File: src/rtl/dpram_rd_stream_pkg.sv
// Shared types and sizing helpers for the DPRAM read-burst streamer.
package dpram_rd_stream_pkg;

  typedef enum logic [1:0] {
    IDLE  = 2'd0,
    ISSUE = 2'd1,
    DRAIN = 2'd2
  } state_e;

  // Reads in flight plus one registered head word plus one word of slack.
  function automatic int skid_depth(input int rd_lat);
    return rd_lat + 2;
  endfunction

endpackage

File: src/rtl/stream_skid_fifo.sv
// Small synchronous FIFO. The head word is served from registered storage and
// forced to zero while the FIFO is empty.
module stream_skid_fifo #(
  parameter int DEPTH = 3,
  parameter int W     = 8,
  parameter int CW    = $clog2(DEPTH + 1)
) (
  input  logic          clk_i,
  input  logic          rst_i,
  input  logic          push_i,
  input  logic [W-1:0]  push_data_i,
  input  logic          pop_i,
  output logic          valid_o,
  output logic [W-1:0]  data_o,
  output logic [CW-1:0] count_o
);

  localparam int PW = (DEPTH > 1) ? $clog2(DEPTH) : 1;

  logic [W-1:0]  mem_q [DEPTH];
  logic [PW-1:0] wr_ptr_q, rd_ptr_q;
  logic [CW-1:0] count_q;
  logic          do_pop;

  function automatic logic [PW-1:0] ptr_inc(input logic [PW-1:0] p);
    return (p == PW'(DEPTH - 1)) ? '0 : p + PW'(1);
  endfunction

  assign do_pop = pop_i && (count_q != '0);

  always_ff @(posedge clk_i) begin
    if (rst_i) begin
      wr_ptr_q <= '0;
      rd_ptr_q <= '0;
      count_q  <= '0;
    end else begin
      if (push_i) wr_ptr_q <= ptr_inc(wr_ptr_q);
      if (do_pop) rd_ptr_q <= ptr_inc(rd_ptr_q);
      case ({push_i, do_pop})
        2'b10:   count_q <= count_q + CW'(1);
        2'b01:   count_q <= count_q - CW'(1);
        default: count_q <= count_q;
      endcase
    end
  end

  always_ff @(posedge clk_i) begin
    if (push_i) mem_q[wr_ptr_q] <= push_data_i;
  end

  assign valid_o = (count_q != '0);
  assign data_o  = valid_o ? mem_q[rd_ptr_q] : '0;
  assign count_o = count_q;

endmodule

File: src/rtl/dpram_rd_stream.sv
// Streams a burst of words out of an external RAM read port with a skid FIFO
// sized so the sink can stall at any point without losing data.
//
// state | meaning
// IDLE  | waiting for a command; zero-length commands complete here
// ISSUE | issuing one read per cycle while the skid FIFO has room reserved
// DRAIN | all reads issued; waiting for the last word to leave
module dpram_rd_stream
  import dpram_rd_stream_pkg::*;
#(
  parameter int AW       = 16,
  parameter int DW       = 8,
  parameter int MAX_SIZE = 256,
  parameter int RD_LAT   = 1
) (
  input  logic          clk_i,
  input  logic          rst_i,
  input  logic          cmd_valid_i,
  output logic          cmd_ready_o,
  input  logic [AW-1:0] cmd_addr_i,
  input  logic [AW-1:0] cmd_len_i,
  output logic [AW-1:0] ram_raddr_o,
  input  logic [DW-1:0] ram_dout_i,
  output logic          out_valid_o,
  input  logic          out_ready_i,
  output logic [DW-1:0] out_data_o,
  output logic          out_last_o,
  output logic          busy_o,
  output logic          done_o
);

  localparam int SKID = skid_depth(RD_LAT);
  localparam int CW   = $clog2(SKID + 1);
  localparam int OW   = CW + 1;

  state_e        state_q, state_d;
  logic [AW-1:0] addr_q, addr_d, len_q, len_d, raddr_q, addr_nxt;
  logic          done_q, done_d;
  logic          issue, issue_last, can_issue, pop;
  logic          cap_v, cap_last, inflight;
  logic [CW-1:0] fifo_cnt;
  logic [DW:0]   head;

  assign addr_nxt  = (addr_q == AW'(MAX_SIZE - 1)) ? '0 : addr_q + AW'(1);
  // Space is reserved at issue time, so a capture always finds a free slot.
  assign can_issue = (({1'b0, fifo_cnt} + OW'(inflight)) < OW'(SKID));
  assign pop       = out_valid_o && out_ready_i;

  always_comb begin
    state_d    = state_q;
    addr_d     = addr_q;
    len_d      = len_q;
    done_d     = 1'b0;
    issue      = 1'b0;
    issue_last = 1'b0;
    case (state_q)
      IDLE: begin
        if (cmd_valid_i && cmd_ready_o) begin
          if (cmd_len_i == '0) begin
            done_d = 1'b1;
          end else begin
            addr_d  = cmd_addr_i;
            len_d   = cmd_len_i;
            state_d = ISSUE;
          end
        end
      end
      ISSUE: begin
        if (can_issue) begin
          issue      = 1'b1;
          issue_last = (len_q == AW'(1));
          addr_d     = addr_nxt;
          len_d      = len_q - AW'(1);
          if (issue_last) state_d = DRAIN;
        end
      end
      DRAIN: begin
        if (pop && out_last_o) begin
          done_d  = 1'b1;
          state_d = IDLE;
        end
      end
      default: state_d = IDLE;
    endcase
  end

  always_ff @(posedge clk_i) begin
    if (rst_i) begin
      state_q <= IDLE;
      addr_q  <= '0;
      len_q   <= '0;
      raddr_q <= '0;
      done_q  <= 1'b0;
    end else begin
      state_q <= state_d;
      addr_q  <= addr_d;
      len_q   <= len_d;
      done_q  <= done_d;
      if (issue) raddr_q <= addr_q;
    end
  end

  generate
    if (RD_LAT == 0) begin : g_tag_bypass
      assign cap_v    = issue;
      assign cap_last = issue_last;
      assign inflight = 1'b0;
    end else begin : g_tag_pipe
      logic tag_v_q, tag_last_q;
      always_ff @(posedge clk_i) begin
        if (rst_i) begin
          tag_v_q    <= 1'b0;
          tag_last_q <= 1'b0;
        end else begin
          tag_v_q    <= issue;
          tag_last_q <= issue_last;
        end
      end
      assign cap_v    = tag_v_q;
      assign cap_last = tag_last_q;
      assign inflight = tag_v_q;
    end
  endgenerate

  stream_skid_fifo #(
    .DEPTH (SKID),
    .W     (DW + 1)
  ) u_fifo (
    .clk_i       (clk_i),
    .rst_i       (rst_i),
    .push_i      (cap_v),
    .push_data_i ({cap_last, ram_dout_i}),
    .pop_i       (pop),
    .valid_o     (out_valid_o),
    .data_o      (head),
    .count_o     (fifo_cnt)
  );

  assign ram_raddr_o = issue ? addr_q : raddr_q;
  assign out_last_o  = head[DW];
  assign out_data_o  = head[DW-1:0];
  assign cmd_ready_o = (state_q == IDLE) && !rst_i;
  assign busy_o      = (state_q != IDLE);
  assign done_o      = done_q;

endmodule

File: config.mk
export PLATFORM = sky130hd
export DESIGN_NAME = dpram_rd_stream
export DESIGN_NICKNAME = d
export VERILOG_FILES = /design/src/rtl/dpram_rd_stream_pkg.sv /design/src/rtl/stream_skid_fifo.sv /design/src/rtl/dpram_rd_stream.sv
export SDC_FILE = /design/constraint.sdc
export NUM_CORES = 1
export LEC_CHECK = 0
export ABC_CLOCK_PERIOD_IN_PS = 4200
export BUFFER_PORTS_ARGS = -buffer_cell sky130_fd_sc_hd__buf_2
export CAP_MARGIN = 0
export CORE_ASPECT_RATIO = 0.7
export CORE_MARGIN = 1.5
export CORE_UTILIZATION = 50
export CTS_BUF_LIST = sky130_fd_sc_hd__clkbuf_4
export CTS_CLUSTER_DIAMETER = 60
export DETAILED_ROUTE_END_ITERATION = 10
export PLACE_DENSITY = 0.72
export SETUP_SLACK_MARGIN = 0.3
export SYNTH_ARGS = -nofsm -noshare
export SYNTH_HDL_FRONTEND = slang
export SYNTH_SLANG_ARGS = --single-unit
File: constraint.sdc
create_clock -name clk_i -period 4.2 [get_ports clk_i]
set_clock_uncertainty 0.1 [all_clocks]
set_input_delay 0 -clock clk_i [delete_from_list [all_inputs] [get_ports clk_i]]
set_output_delay 0 -clock clk_i [all_outputs]
set_load 0.02 [all_outputs]
==> summary.txt <==
register bit total from synthesis -> 88
Leak -> 2.11 nW
crit end category -> output port
hold buffers post-CTS -> 43
H-tree Lvls -> 3
Die Width -> 114 µm
worst r2r path cells -> 7
final period utilization -> 0.715
Worst path depth -> 6
clk buf depth -> 2
wire length per cell -> 15.3 µm
# DRC -> 0
Placement Cell Area -> 4720 µm²
clock tree from TritonCTS -> yes
synth unique cells -> 53
ratio of total power to cell area -> 366 nW/µm²
Die Y -> 80.7 µm
first-pass GRT wire length -> 17.6 mm
Worst Path Required -> 4100 ps
CTS Root Cell -> clkbuf_4
CTS resizes -> 0
Post-DP HPWL -> 7.24 mm
Top FF cell, synth -> dfxtp_1
antenna-violating nets left -> 0
crit path max fanout -> 25
number of port buffers -> 72
Final Hold Viols -> 0
starting density of the core -> 0.513
Die Footprint -> 9210 µm²
Synth Cell Area -> 4320 µm²
syn nets -> 565
fraction of registers with async set/reset -> 0
vias in the first global route -> 3595
setup TNS -> 0 ps
slowest stage delay, CP -> 590 ps
DR iter-0 viols -> 359
RSZ-0062 raised after global routing -> no
vias per std cell -> 5.65
critical-path cell list -> ha_1 -> ha_1 -> a21oi_1 -> nand2_1 -> o21ai_0 -> buf_2
DRT Pass-1 Iters -> 5
GPL Wtd Cong -> 0.962
CP Buf/Inv Count -> 1
Avg Inst Size Synth -> 8.38 µm²
register area share after synthesis -> 0.471
Clock transition at path regs -> 150 ps
Routed Wire Length -> 11.1 mm
# diodes -> 0
Worst Hold Depth -> 3
Clk Latency, worst-skew pair -> 450 ps
CTS Buf Count -> 9
crit path launch type -> flip-flop
sequential cell area -> 2030 µm²
min cycle time layout -> 3000 ps
FMAX -> 333 MHz
fin nets -> 664
slowest CP cell -> o21ai_0
Arrival @ worst endpoint -> 2900 ps
Area growth syn-to-layout -> 23.5%
largest net degree at the start of global routing -> 59
max-slew violation count -> 0
postcts setup bufs -> 0
Sink Count -> 88
measured slew at the worst slew-check pin -> 902 ps
Syn Inst Count -> 515
core region area -> 8410 µm²
crit path kind -> flip-flop to output port
site row count -> 28
total grt overflow -> 0
routed vias -> 4094
status -> completed
Max Cap Viol -> 0
crit-path leading delay family -> compound AO/OA/AOI/OAI gates
IO Count -> 73
Total GRT Usage -> 0.246
layout cells sized above 1 -> 0.181
Max VDD drop -> 285 µV
most used cell, CP -> ha_1
fill count -> 711
YS warnings -> 0
Post-synth EDFFs -> 27
initial antenna violation count -> 0
Tightest Hold Check Type -> input port to flip-flop
Multi-input gate area -> 2120 µm²
final setup vio count -> 0
slew margin rel. -> 0.393
Design Area, Final -> 5330 µm²
==> cells in the final DEF (no fill, tap or decap), types with 2 or more instances in the layout <==
master / n
dfxtp_1: 61
nand4_1: 6
nand3b_1: 2
or4_4: 2
dlygate4sd3_1: 43
clkbuf_4: 9
inv_1: 11
nor2b_1: 18
or4_1: 4
buf_4: 5
o21ai_0: 37
or2_2: 5
and2_1: 8
nor2_1: 52
o21a_1: 2
a21o_1: 8
nor4_1: 13
a21oi_2: 2
a31oi_1: 11
a221oi_1: 4
a21bo_2: 2
nand4b_1: 2
a21oi_1: 50
o31ai_1: 2
inv_8: 4
nor3_1: 23
mux2i_1: 9
edfxtp_1: 27
buf_2: 72
ha_1: 6
nand3_1: 13
bufinv_16: 2
nand2_1: 78
a211oi_1: 2
or3_1: 4
==> cells in the mapped netlist, types with 9 or more instances <==
cell | number | share of area
a31oi_1 | 11 | 0.016
clkbuf_1 | 23 | 0.020
nor4_1 | 13 | 0.019
nor3_1 | 23 | 0.027
nor2_1 | 52 | 0.045
edfxtp_1 | 27 | 0.19
o21ai_0 | 37 | 0.043
dfxtp_1 | 61 | 0.28
nand2_1 | 78 | 0.068
nand3_1 | 13 | 0.015
mux2i_1 | 9 | 0.021
a21oi_1 | 50 | 0.058
inv_1 | 11 | 0.0096
nor2b_1 | 18 | 0.026
==> routing by layer <==
metal,GRT usage,wire (µm),vias to the layer above
li1,-,-,2042
met1,0.353,5290,1840
met2,0.363,4700,193
met3,0.0732,909,19
met4,0.0638,175,0
met5,0,0,-
==> flip-flops by register name, indices dropped and copies added (netlist names), named ones only <==
name,cells
addr_q,16
cap_last,1
cap_v,1
done_o,1
len_q,16
raddr_q,16
state_q,2
u_fifo.count_o,2
u_fifo.mem_q,27
u_fifo.rd_ptr_q,2
u_fifo.wr_ptr_q,2
==> area by class of cell <==
class / instances / area share
Multi-Input combinational cell: 384 / 0.398
Clock buffer: 9 / 0.0127
Tap cell: 105 / 0.0247
Clock inverter: 7 / 0.0207
Inverter: 11 / 0.00775
Sequential cell: 88 / 0.381
Timing Repair Buffer: 120 / 0.155
==> where the power goes <==
part / internal (W) / switching (W)
combinational: 0.000167 / 0.000247
sequential: 0.000915 / 0.0000464
clock: 0.000257 / 0.000320
total: 0.00134 / 0.000613
==> path summary, 6_finish.rpt <==
check | startpoint | to | slack [ps]
setup / recovery | u_fifo.count_o[0] | ram_raddr_o[9] | 1200
hold / removal | rst_i | u_fifo.count_o[0] | 80
setup reg to reg | u_fifo.count_o[0] | len_q[0] | 1330
hold reg to reg | cap_last | u_fifo.mem_q[0][8] | 380
==> worst min-delay path, delay by kind of cell <==
family | cells | cell delay [ps]
buf+inv | 2 | 440
simple gates | 1 | 150
==> metrics by stage <==
stage	util	cells	hold slack, ps	total power [W]	setup slack, ps
3_3_place_gp	0.561	665	102	0.00135	1510
4_1_cts	0.634	724	51.3	0.00197	1220
5_1_grt	0.634	724	71.2	0.00206	931
6_report	0.634	724	80.1	0.00195	1200
3_5_place_dp	0.561	665	105	0.00136	1380
2_1_floorplan	-	515	-12.2	0.00124	2080
==> cell families (layout without fill, tap and decap cells) <==
kind of cell | count (synthesis) | count (layout) | share of synthesized area
buf+inv | 43 | 147 | 0.0400
xor+xnor | 2 | 2 | 0.00406
flops | 88 | 88 | 0.471
fa+ha+maj | 6 | 6 | 0.0174
simple gates | 239 | 239 | 0.271
compound gates | 127 | 127 | 0.174
mux | 10 | 10 | 0.0235
Power figures use the tool's default switching activity.
